**config.mk**
```make
export PLATFORM = sky130hd
export DESIGN_NAME = reg8_write_arbiter
export DESIGN_NICKNAME = d
export VERILOG_FILES = /design/src/rtl/reg8_write_arbiter.sv
export SDC_FILE = /design/constraint.sdc
export NUM_CORES = 1
export LEC_CHECK = 0
export ABC_AREA = 1
export BUFFER_PORTS_ARGS = -buffer_cell sky130_fd_sc_hd__clkbuf_2
export CORE_ASPECT_RATIO = 1.5
export CORE_MARGIN = 2
export CORE_UTILIZATION = 31
export DETAILED_ROUTE_END_ITERATION = 8
export GPL_TIMING_DRIVEN = 0
export PLACE_DENSITY = 0.62
export SYNTH_ARGS = -nofsm -noshare
export SYNTH_HDL_FRONTEND = slang
export SYNTH_SLANG_ARGS = --single-unit
```
**constraint.sdc**
```tcl
create_clock -name clk -period 4.13 [get_ports clk]
set_input_delay 0.2065 -clock clk [delete_from_list [all_inputs] [get_ports clk]]
set_output_delay 0.2065 -clock clk [all_outputs]
set_load 0.03 [all_outputs]
```
**src/rtl/reg8_write_arbiter.sv**
```systemverilog
// reg8_write_arbiter: round-robin arbiter that writes a shared register, verifies readback and retries.
module reg8_write_arbiter #(
    parameter int NUM_REQ   = 4,
    parameter int WIDTH     = 8,
    parameter int MAX_RETRY = 2
) (
    input  logic                     clk,
    input  logic                     rst_n,
    input  logic [NUM_REQ-1:0]       req,
    input  logic [NUM_REQ*WIDTH-1:0] wdata,
    output logic [NUM_REQ-1:0]       gnt,
    output logic                     done,
    output logic                     err,
    output logic [WIDTH-1:0]         rdata,
    output logic                     busy,
    output logic [WIDTH-1:0]         reg_d,
    input  logic [WIDTH-1:0]         reg_q
);
    localparam int PW = (NUM_REQ > 1) ? $clog2(NUM_REQ) : 1;
    localparam int RW = (MAX_RETRY > 0) ? $clog2(MAX_RETRY + 1) : 1;
    typedef enum logic [1:0] {IDLE, DRIVE, CHECK, RESP} state_t;
    state_t             state, state_n;
    logic [PW-1:0]      ptr, ptr_n, sel, sel_n, pick, k;
    logic [WIDTH-1:0]   data, data_n, rdata_n, reg_d_n;
    logic [RW-1:0]      retry, retry_n;
    logic [NUM_REQ-1:0] gnt_n;
    logic               done_n, err_n, hit;
    logic [WIDTH-1:0]   slot [NUM_REQ];
    always_comb begin
        for (int i = 0; i < NUM_REQ; i++) slot[i] = wdata[i*WIDTH +: WIDTH];
    end
    // Scan downward so the lowest offset from ptr is the last (winning) assignment.
    always_comb begin
        pick = ptr;
        hit  = 1'b0;
        k    = '0;
        for (int i = NUM_REQ - 1; i >= 0; i--) begin
            k = PW'((int'(ptr) + i) % NUM_REQ);
            if (req[k]) begin
                pick = k;
                hit  = 1'b1;
            end
        end
    end
    always_comb begin
        state_n = state;
        ptr_n   = ptr;
        sel_n   = sel;
        data_n  = data;
        retry_n = retry;
        gnt_n   = gnt;
        done_n  = 1'b0;
        err_n   = 1'b0;
        rdata_n = rdata;
        reg_d_n = reg_d;
        case (state)
            IDLE: if (hit) begin
                sel_n   = pick;
                data_n  = slot[pick];
                reg_d_n = slot[pick];
                gnt_n   = NUM_REQ'(1) << pick;
                state_n = DRIVE;
            end
            DRIVE: state_n = CHECK;
            CHECK: if (reg_q == data || int'(retry) == MAX_RETRY) begin
                state_n = RESP;
                done_n  = 1'b1;
                err_n   = reg_q != data;
                rdata_n = reg_q;
            end else begin
                retry_n = retry + 1'b1;
                reg_d_n = data;
                state_n = DRIVE;
            end
            RESP: begin
                state_n = IDLE;
                gnt_n   = '0;
                retry_n = '0;
                ptr_n   = (int'(sel) == NUM_REQ - 1) ? '0 : sel + 1'b1;
            end
        endcase
    end
    always_ff @(posedge clk or negedge rst_n) begin
        if (!rst_n) begin
            state <= IDLE;
            ptr   <= '0;
            sel   <= '0;
            data  <= '0;
            retry <= '0;
            gnt   <= '0;
            done  <= 1'b0;
            err   <= 1'b0;
            rdata <= '0;
            busy  <= 1'b0;
            reg_d <= '0;
        end else begin
            state <= state_n;
            ptr   <= ptr_n;
            sel   <= sel_n;
            data  <= data_n;
            retry <= retry_n;
            gnt   <= gnt_n;
            done  <= done_n;
            err   <= err_n;
            rdata <= rdata_n;
            busy  <= state_n != IDLE;
            reg_d <= reg_d_n;
        end
    end
endmodule

```
==> results of run 1 <==
## routing by layer
metal  track usage  vias up
met2         0.256       78
met5             0        -
li1              -     1195
met3        0.0227       14
met1         0.193     1029
met4        0.0713        0
## report_power, final
part           total (W)  switching [W]  internal, W  leakage (nW)
combinational    0.00187        0.00124     0.000622          1.15
sequential      0.000669       0.000109     0.000561         0.489
clock           0.000448       0.000148     0.000300        0.0868
## synthesized netlist by cell type, drive strengths merged
cell / n
nand2: 153
clkbuf: 1
buf: 9
ha: 2
xor2: 5
o31ai: 3
a31oi: 2
nor2: 19
o21ai: 12
dfrtp: 39
inv: 25
nand3: 48
nand4: 1
a21oi: 9
## worst paths after layout
kind / startpoint / end
hold reg to reg: rdata[4] / rdata[4]
setup / recovery: ptr[0] / reg_d[1]
max in group asynchronous: rst_n / retry[0]
setup reg to reg: ptr[0] / reg_d[1]
hold / removal: rst_n / rdata[3]
min in group clk: reg_q[4] / rdata[4]
## logic make-up (layout without fill, tap and decap cells)
group                      count (synthesis)  count (layout)
AOI/OAI and AO/OA                         26              26
xor gates and xnor gates                   5               5
adders and majority gates                  2               2
buffers and inverters                     35             111
DFF                                       39              39
and+or+nand+nor                          221             221
## metrics by stage
| stage | setup slack (ns) | std cells | util | area (um^2) |
|---|---|---|---|---|
| 2_1_floorplan | 2.43 | 328 | - | 2370 |
| 3_3_place_gp | 2.16 | 498 | 0.378 | 2840 |
| 3_5_place_dp | 2.12 | 498 | 0.378 | 2840 |
| 4_1_cts | 2.11 | 506 | 0.401 | 3010 |
| 5_1_grt | 1.90 | 506 | 0.401 | 3010 |
| 6_report | 2.10 | 506 | 0.401 | 3010 |
## critical path, stage by stage, from the launching register on
cell,delay (ns)
dfrtp_1,0.41
inv_2,0.15
nand2_1,0.09
nand2_1,0.09
nand2_1,0.09
nand2_2,0.10
nand2_2,0.07
nand2_4,0.09
nand3_1,0.25
nand3_1,0.18
nand2_1,0.07
nand2_1,0.07
nand3_1,0.10
nand2_1,0.10
nand2_1,0.06
## layout make-up
type,count,area share
Timing Repair Buffer,68,0.113
Multi-Input combinational cell,254,0.406
Buffer,10,0.0266
Tap cell,102,0.0423
Sequential cell,39,0.324
Clock buffer,6,0.0461
Inverter,25,0.0311
Clock inverter,2,0.0116
## state kept, by name, indices dropped and copies added (netlist names)
signal,count
busy,1
data,8
done,1
err,1
gnt,4
ptr,2
rdata,8
reg_d,8
retry,2
sel,2
state,2
==> key figures, run 1 <==
Clocking
  – Clock transition at path regs: ~0.060 ns
  – CTS tree: yes
  – H-tree level count: 2
  – TritonCTS Buffers: 5
  – PostCTS Resize Cnt: 0
  – CTS hold repair buffers: 0
  – Clock Root Buffer: clkbuf_16
  – Worst skew pair latency: between 0.2 and 0.3 ns
  – Max Root-Sink Buffers: 2
  – Setup Buffers After CTS: 0
  – Total clock sinks: 39

Yosys
  – Area contributors post-synth: dfrtp_1 (41%), nand2_1 (22%), nand3_1 (9.3%)
  – Area fraction of the dominant cell type after synthesis: 0.411
  – Combinational family with the most area after synthesis: simple AND/OR/NAND/NOR gates
  – Mux cell area share after synthesis: 0
  – Post-synth top area cell: dfrtp_1
  – Synth Warn #: 0
  – Xor and xnor area share after synthesis: 0.0185
  – Post-Synth Simple-Gate Area: 0.418
  – Count of state elements after synthesis: 39
  – Mapped cell area: roughly 2400 um^2
  – Mean post-synth cell area: 7.23 um^2
  – Yosys cell types: 26
  – Synth Area in Adders: 0.0105
  – Cells after Synth: 328
  – Seq/Total Area, Yosys: 0.411
  – Synth Net Count: between 300 and 400
  – Complex-gate fraction of the synthesized area: 0.0686

Placed design
  – I/O Buffers: between 60 and 70
  – Detailed Place HPWL: 4660 um
  – Gpl congestion: ~0.79

Routing
  – Vias: ~2300
  – DR top layer: met4
  – DR pass1 iterations: 4
  – Residual DRC count: 0
  – Vias/cell: 4.58
  – Met2 wire len: between 2000 and 3000 um
  – WL met3: between 200 and 300 um
  – Initial DRC count: about 140
  – WL final: 5890 um
  – Antenna Violating Nets Remaining: 0
  – DR WL/cell: about 12 um
  – Met1 WL: approximately 2500 um

Floorplan
  – Top Ports: 69
  – Starting Density: 0.316
  – Die footprint: 8380 um^2
  – Die Y-Extent: between 100 and 150 um
  – Die W: about 75 um
  – Core box area: ~7500 um^2
  – Site row count: 39

Global routing
  – GR Util All Layers: 0.155
  – Initial antenna violation count: 0
  – Largest net degree at the start of global routing: 40
  – Vias in the first global route: between 2000 and 2500
  – Total gr overflow: 0
  – First-pass GRT wire length: slightly above 10000 um

STA
  – Max Slew Vio Count: 0
  – Fmax: 492 MHz
  – RSZ-0062 raised after global routing: no
  – Worst hold margin: around 0.073 ns
  – # setup viols final: 0
  – Setup TNS: 0 ns
  – Worst Skew: about 0.0048 ns
  – Max-slew headroom at the worst pin: 0.358
  – Final Cycle Share: 0.492
  – Final min period: between 2 and 2.5 ns
  – Worst-Margin Slew: between 0.9 and 1 ns
  – Final Hold Fails: 0

Worst setup path
  – Kind of critical path: reg2reg
  – Cells on worst reg2reg path: 14
  – Critical Path End Type: flop
  – R2r setup slk: roughly 2.1 ns
  – Startpoint Class: flop
  – CP Data Required Time: between 4 and 5 ns
  – Critical path arrival: 2.20 ns
  – Crit path max fanout: 8

Outcome
  – Status: finished clean

Min path
  – Worst Hold Class: in2async

Final layout
  – Area of the multi-input gates: about 1200 um^2
  – Register area: 976 um^2
  – Fillers: 830
  – Area delta synth->final: 27.1%
  – Ant. Diodes: 0
  – Final Net Count: around 450
  – Most frequent cells in the layout: nand2_1 (136), clkbuf_2 (68), nand3_1 (44)
  – Most common cell after layout, fill and taps aside: nand2_1
  – Ratio of cells with drive above 1 in the final layout: 0.287

Job
  – Number of max-cap violations: 0

Pwr
  – Pwr/cell area: between 900 and 1000 nW/um^2
  – VDD IR-drop max: between 0.4 and 0.5 mV
  – LEAKAGE: 1.73 nW
  – Final Total Pwr: roughly 0.0030 W
Note: power is estimated with default switching activity, not from simulation.
==> run 2: changes to the inputs <==
--- a/config.mk
+++ b/config.mk
@@ -12,7 +12,7 @@
 export CORE_UTILIZATION = 31
 export DETAILED_ROUTE_END_ITERATION = 8
 export GPL_TIMING_DRIVEN = 0
-export PLACE_DENSITY = 0.62
+export PLACE_DENSITY = 0.64
 export SYNTH_ARGS = -nofsm -noshare
 export SYNTH_HDL_FRONTEND = slang
 export SYNTH_SLANG_ARGS = --single-unit
==> constraint.sdc (replaced) <==
create_clock -name clk -period 1.8 [get_ports clk]
set_input_delay 0.09 -clock clk [delete_from_list [all_inputs] [get_ports clk]]
set_output_delay 0.09 -clock clk [all_outputs]
set_load 0.03 [all_outputs]
==> key figures, run 2 (synthesis results as in run 1) <==
Final layout
  – Cell area after layout: 3210 um^2 (+6.5%)
  – Fillers: 814 (-1.9%)
  – Final Net Count: 460 (+2.0%)
  – Top Registers: data x8, rdata x8, reg_d x8
  – Most common cell after layout, fill and taps aside: nand2_1
  – Fin util: 0.427 (+0.0261)
  – Finished Layout Cells: 515 (+1.8%)
  – Most frequent cells in the layout: nand2_1 (125), clkbuf_2 (68), nand3_1 (38), dfrtp_1 (38), nand2_2 (23)
  – Ratio of cells with drive above 1 in the final layout: 0.354 (+0.0664)
  – Ant. Diodes: 0 (unchanged)
  – Area delta synth->final: 35.3%

Clocking
  – TritonCTS Buffers: 5 (unchanged)
  – Total clock sinks: 39 (unchanged)
  – Clock Root Buffer: clkbuf_16
  – Worst skew pair latency: 0.28 ns (about the same)
  – Clock transition at path regs: 0.06 ns (about the same)
  – CTS hold repair buffers: 0 (unchanged)
  – CTS tree: yes
  – Max Root-Sink Buffers: 2 (unchanged)
  – H-tree level count: 2 (unchanged)

Global routing
  – Total gr overflow: 0 (unchanged)
  – Met2 Usage GRT: 0.264 (+0.00812)
  – M3 GR Usage: 0.0245 (+0.00182)
  – GR Util All Layers: 0.156 (+0.00120)
  – Met1 usage: 0.202 (+0.00896)
  – First-pass GRT wire length: 10400 um (+2.1%)
  – Initial antenna violation count: 0 (unchanged)
  – Vias in the first global route: 2262 (-0.13%)
  – Largest net degree at the start of global routing: 40 (unchanged)
  – Most Crowded Layer GR: met2

Min path
  – Worst Hold Class: in2async

Worst setup path
  – Worst flop-to-flop path startpoint: ptr[0]
  – Cells on worst reg2reg path: 16 (+2)
  – FF-to-FF End: data[5]
  – Startpoint Class: flop
  – CP Data Required Time: 1.97 ns (-2.33 ns)
  – Kind of critical path: reg2reg
  – Critical path arrival: 2.10 ns (-0.10 ns)
  – Critical Path End Type: flop
  – Critical path origin: ptr[0]
  – Crit path max fanout: 8 (unchanged)
  – R2r setup slk: -0.13 ns (-2.23 ns)
  – Worst Setup EP: data[5]

STA
  – Fmax: 518 MHz (+5.3%)
  – # setup viols final: 20 (+20)
  – Worst-Margin Slew: 0.972 ns (+0.00902 ns)
  – RSZ-0062 raised after global routing: yes
  – Setup TNS: -1.47 ns (-1.47 ns)
  – Worst setup margin: -0.129 ns (-2.23 ns)
  – Final Hold Fails: 39 (+39)
  – Max-slew headroom at the worst pin: 0.352 (-0.00602)
  – Final min period: 1.93 ns (-0.103 ns)
  – Final Cycle Share: 1.07 (+0.580)
  – Worst hold margin: -0.0429 ns (-0.116 ns)
  – Max Slew Vio Count: 0 (unchanged)
  – Worst Skew: 0.00751 ns (+0.00272 ns)

Outcome
  – Failing checks: negative hold slack, negative setup slack
  – Status: finished with violations

Routing
  – WL final: 6100 um (+3.6%)
  – DR WL/cell: 11.8 um (+1.8%)
  – Vias: 2344 (+1.2%)
  – Residual DRC count: 0 (unchanged)
  – Initial DRC count: 94 (-30%)
  – Vias/cell: 4.55 (-0.56%)
  – Antenna Violating Nets Remaining: 0 (unchanged)
  – DR pass1 iterations: 4 (unchanged)

Floorplan
  – Top Ports: 69 (unchanged)
  – Die Y-Extent: 111 um (unchanged)
  – Site row count: 39 (unchanged)
  – Core box area: 7510 um^2 (unchanged)
  – Starting Density: 0.316 (unchanged)
  – Die footprint: 8380 um^2 (unchanged)
  – Die W: 75.4 um (unchanged)

Placed design
  – I/O Buffers: 68 (unchanged)
  – Post-DP Area: 2840 um^2 (unchanged)
  – Detailed Place HPWL: 4660 um (about the same)
  – Gpl congestion: 0.816 (+3.7%)
  – Placed cells: 498 (unchanged)

Pwr
  – LEAKAGE: 1.80 nW (+4.1%)
  – VDD IR-drop max: 1.56 mV (+220%)
  – Pwr/cell area: 2360 nW/um^2 (+140%)

Job
  – Number of max-cap violations: 0 (unchanged)
-- run 2: cell count changes in the layout (fill, tap and decap cells not counted), moves of 2 or more --
cell / delta
nand3_1: -6
nand3_2: +7
buf_2: -3
inv_1: -2
inv_2: -2
buf_6: +3
inv_4: +3
nand2_1: -11
nand2_2: +10
buf_4: +7
-- run 2: power breakdown --
part | internal [W] | total [W] | switching [W]
sequential | 0.00129 | 0.00155 | 0.000262
combinational | 0.00182 | 0.00499 | 0.00317
clock | 0.000689 | 0.00103 | 0.000339
-- run 2: stage by stage --
stage / worst slack (ns) / total power [W]
global placement: -0.171 / 0.00579
global route: -0.241 / 0.00826
finish: -0.129 / 0.00757
CTS: -0.124 / 0.00728
detailed placement: -0.200 / 0.00586
floorplan: 0.102 / 0.00483
-- run 2: area by class of cell --
| cell class | count | area (um^2) | share of cell area |
|---|---|---|---|
| flip-flops and latches | 39 | 977 | 0.304 |
| clock buffers | 6 | 139 | 0.0433 |
| inverters | 25 | 106 | 0.0331 |
| well taps | 102 | 128 | 0.0398 |
| clock inverters | 2 | 35.0 | 0.0109 |
| repair buffers | 75 | 393 | 0.122 |
| multi-input cells | 256 | 1330 | 0.414 |
| plain buffers | 10 | 104 | 0.0323 |
-- run 2: worst min-delay path by stage --
stage / startpoint / slack [ns] / cells after the start / to
after floorplan: rst_n / -0.21 / 0 / busy
after global placement: rst_n / 0.29 / 1 / reg_d[2]
after detailed placement: rst_n / 0.30 / 1 / rdata[2]
after CTS: rst_n / 0.002 / 1 / rdata[2]
after global routing: reg_q[2] / 0.05 / 3 / rdata[2]
final: rst_n / -0.04 / 1 / rdata[3]
-- run 2: metal layers --
layer,vias up,routed length (um)
met5,-,0
met4,0,43
met3,2,226
met2,53,3190
met1,1072,2640
li1,1217,-
-- run 2: timing repair --
item,in CTS,in global routing
resized for setup,18,19
cloned,1,1
buffers inserted,5,2
endpoints found under the setup margin,21,22
pin swaps,19,7
-- run 2: worst max-delay path: stages, from the launching register on --
cell and delay [ns]:
dfrtp_1 0.43, buf_6 0.16, o21ai_2 0.13, nand2_1 0.08, nand2_1 0.10, inv_2 0.05
nand2_4 0.12, nand2_8 0.08, nand2_8 0.08, nand2_4 0.06, buf_12 0.14, nand2_2 0.05
nand2_1 0.06, nand2_2 0.07, nand2_1 0.06, nand2_1 0.09, o21ai_2 0.06
==> run 3: changes to the inputs <==
--- a/config.mk
+++ b/config.mk
@@ -6,7 +6,7 @@
 export NUM_CORES = 1
 export LEC_CHECK = 0
 export ABC_AREA = 1
-export BUFFER_PORTS_ARGS = -buffer_cell sky130_fd_sc_hd__clkbuf_2
+export BUFFER_PORTS_ARGS = -buffer_cell sky130_fd_sc_hd__buf_2
 export CORE_ASPECT_RATIO = 1.5
 export CORE_MARGIN = 2
 export CORE_UTILIZATION = 31
==> key figures, run 3 (synthesis results as in run 1) <==
STA
  – Setup TNS: -2.46 ns (-0.998 ns)
  – Worst Skew: 0.00873 ns (+0.00122 ns)
  – Max-slew headroom at the worst pin: 0.419 (+0.0669)
  – # setup viols final: 20 (unchanged)
  – Final min period: 1.97 ns (+0.0425 ns)
  – RSZ-0062 raised after global routing: yes
  – Fmax: 507 MHz (-2.2%)
  – Final Cycle Share: 1.10 (+0.0236)
  – Final Hold Fails: 0 (-100%)
  – Max Slew Vio Count: 0 (unchanged)
  – Worst-Margin Slew: 0.872 ns (-0.100 ns)
  – Worst setup margin: -0.172 ns (-0.0425 ns)

Global routing
  – Initial antenna violation count: 0 (unchanged)
  – Largest net degree at the start of global routing: 40 (unchanged)
  – GR Util All Layers: 0.155 (-0.00181)
  – Total gr overflow: 0 (unchanged)
  – First-pass GRT wire length: 10200 um (-1.6%)
  – Vias in the first global route: 2286 (+1.1%)

Final layout
  – Area delta synth->final: 39.6%
  – Ratio of cells with drive above 1 in the final layout: 0.395 (+0.0417)
  – Ant. Diodes: 0 (unchanged)
  – Most common cell after layout, fill and taps aside: nand2_1
  – Cell area after layout: 3310 um^2 (+3.1%)
  – Top Registers: data x8, rdata x8, reg_d x8
  – Final Net Count: 463 (+0.65%)
  – Most frequent cells in the layout: nand2_1 (108), buf_2 (69), nand3_1 (38), dfrtp_1 (38), nand2_2 (36)

Clocking
  – Total clock sinks: 39 (unchanged)
  – CTS tree: yes
  – Clock transition at path regs: 0.06 ns (about the same)
  – Max Root-Sink Buffers: 2 (unchanged)
  – TritonCTS Buffers: 5 (unchanged)
  – H-tree level count: 2 (unchanged)
  – Worst skew pair latency: 0.28 ns (about the same)
  – Clock Root Buffer: clkbuf_16

Floorplan
  – Core box area: 7510 um^2 (unchanged)
  – Die footprint: 8380 um^2 (unchanged)
  – Site row count: 39 (unchanged)
  – Die Y-Extent: 111 um (unchanged)
  – Die W: 75.4 um (unchanged)
  – Starting Density: 0.316 (unchanged)
  – Top Ports: 69 (unchanged)

Worst setup path
  – Crit-path cells: buf_6 -> o21ai_4 -> nand2_1 -> nand2_1 -> inv_2 -> nand2_4 -> nand2_4 -> nand2_8 -> nand2_4 -> buf_12 -> buf_12 -> buf_8 -> o31ai_4
  – Buf/Inv on CP: 5 (+2)
  – Critical Path End Type: flop
  – CP max stage cell: dfrtp_1
  – CP most frequent cell: nand2_4
  – Critical path arrival: 2.16 ns (+0.06 ns)
  – Kind of critical path: reg2reg
  – Crit-path max cell delay: 0.43 ns (about the same)
  – Startpoint Class: flop
  – CP Data Required Time: 1.99 ns (+0.02 ns)
  – Crit path max fanout: 8 (unchanged)
  – Crit path max-delay family: buffers and inverters

Routing
  – Antenna Violating Nets Remaining: 0 (unchanged)
  – DR top layer: met4
  – Initial DRC count: 94 (unchanged)
  – DR pass1 iterations: 4 (unchanged)
  – Residual DRC count: 0 (unchanged)
  – WL final: 6200 um (+1.7%)
  – DR WL/cell: 12.0 um (+1.3%)
  – Vias/cell: 4.62 (+1.4%)
  – Met2 wire len: 3260 um (+2.2%)
  – Vias: 2386 (+1.8%)
  – WL met3: 233 um (+3.1%)
  – Met1 WL: 2620 um (-0.76%)

Outcome
  – Status: finished with violations
  – Failing checks: negative setup slack

Pwr
  – VDD IR-drop max: 1.52 mV (-2.6%)
  – Pwr/cell area: 2370 nW/um^2 (+0.52%)
  – LEAKAGE: 1.85 nW (+2.7%)

Placed design
  – Detailed Place HPWL: 4600 um (-1.4%)
  – Gpl congestion: 0.802 (-1.7%)
  – I/O Buffers: 68 (unchanged)
  – Post-DP Area: 2840 um^2 (unchanged)

Min path
  – Worst Hold Class: in2reg

Job
  – Number of max-cap violations: 0 (unchanged)
==> run 3: cell count changes in the layout (fill, tap and decap cells not counted), moves of 5 or more <==
cell	delta
nand2_1	-17
nand2_4	+5
clkbuf_2	-68
buf_2	+68
nand2_2	+13
==> run 3: worst min-delay path, stage by stage <==
cell	delay, ns
buf_2	0.10
nand2_1	0.05
nand2_1	0.04
==> run 3: final timing paths <==
| kind | startpoint | end | slack (ns) | depth (start not counted) |
|---|---|---|---|---|
| max in group asynchronous | rst_n | ptr[1] | 0.73 | 2 |
| hold reg to reg | rdata[7] | rdata[7] | 0.47 | 2 |
| hold / removal | reg_q[2] | rdata[2] | 0.03 | 3 |
| setup reg to reg | ptr[0] | gnt[2] | -0.17 | 13 |
| setup / recovery | ptr[0] | gnt[2] | -0.17 | 13 |
| min in group asynchronous | rst_n | rdata[3] | 0.47 | 2 |
==> run 3: area by class of cell <==
class / count / area [um^2]
repair buffers: 78 / 438
fillers: 803 / 4200
clock buffers: 5 / 125
well taps: 102 / 128
flip-flops and latches: 39 / 977
inverters: 25 / 101
multi-input cells: 256 / 1400
clock inverters: 2 / 37.5
plain buffers: 10 / 100
==> run 3: where the power goes <==
group	internal [W]	leakage [nW]	switching, W
clock network	0.000645	0.0759	0.000335
registers	0.00129	0.488	0.000248
logic	0.00200	1.28	0.00333
total	0.00393	1.85	0.00391
==> run 3: stage by stage <==
| step | instances | hold slack, ns | utilization | setup slack (ns) | power (W) |
|---|---|---|---|---|---|
| 6_report | 517 | 0.0345 | 0.441 | -0.172 | 0.00784 |
| 5_1_grt | 517 | 0.0485 | 0.441 | -0.265 | 0.00852 |
| 4_1_cts | 511 | 0.0267 | 0.411 | -0.115 | 0.00713 |
| 3_5_place_dp | 498 | 0.260 | 0.378 | -0.212 | 0.00585 |
| 3_3_place_gp | 498 | 0.254 | 0.378 | -0.177 | 0.00579 |
| 2_1_floorplan | 328 | -0.206 | - | 0.102 | 0.00483 |
==> run 3: metal layers <==
metal  track usage  vias up
li1              -     1224
met1         0.189     1098
met2         0.267       58
met3        0.0236        6
met4        0.0515        0
met5             0        -
==> run 3: repair_timing <==
action | CTS | global route
gates resized for setup | 11 | 47
hold buffers | 1 | 0
pin swaps | 6 | 24
setup buffers | 4 | 5
hold endpoints to repair | 39 | 0
endpoints found under the setup margin | 21 | 22
gates cloned | 1 | 1
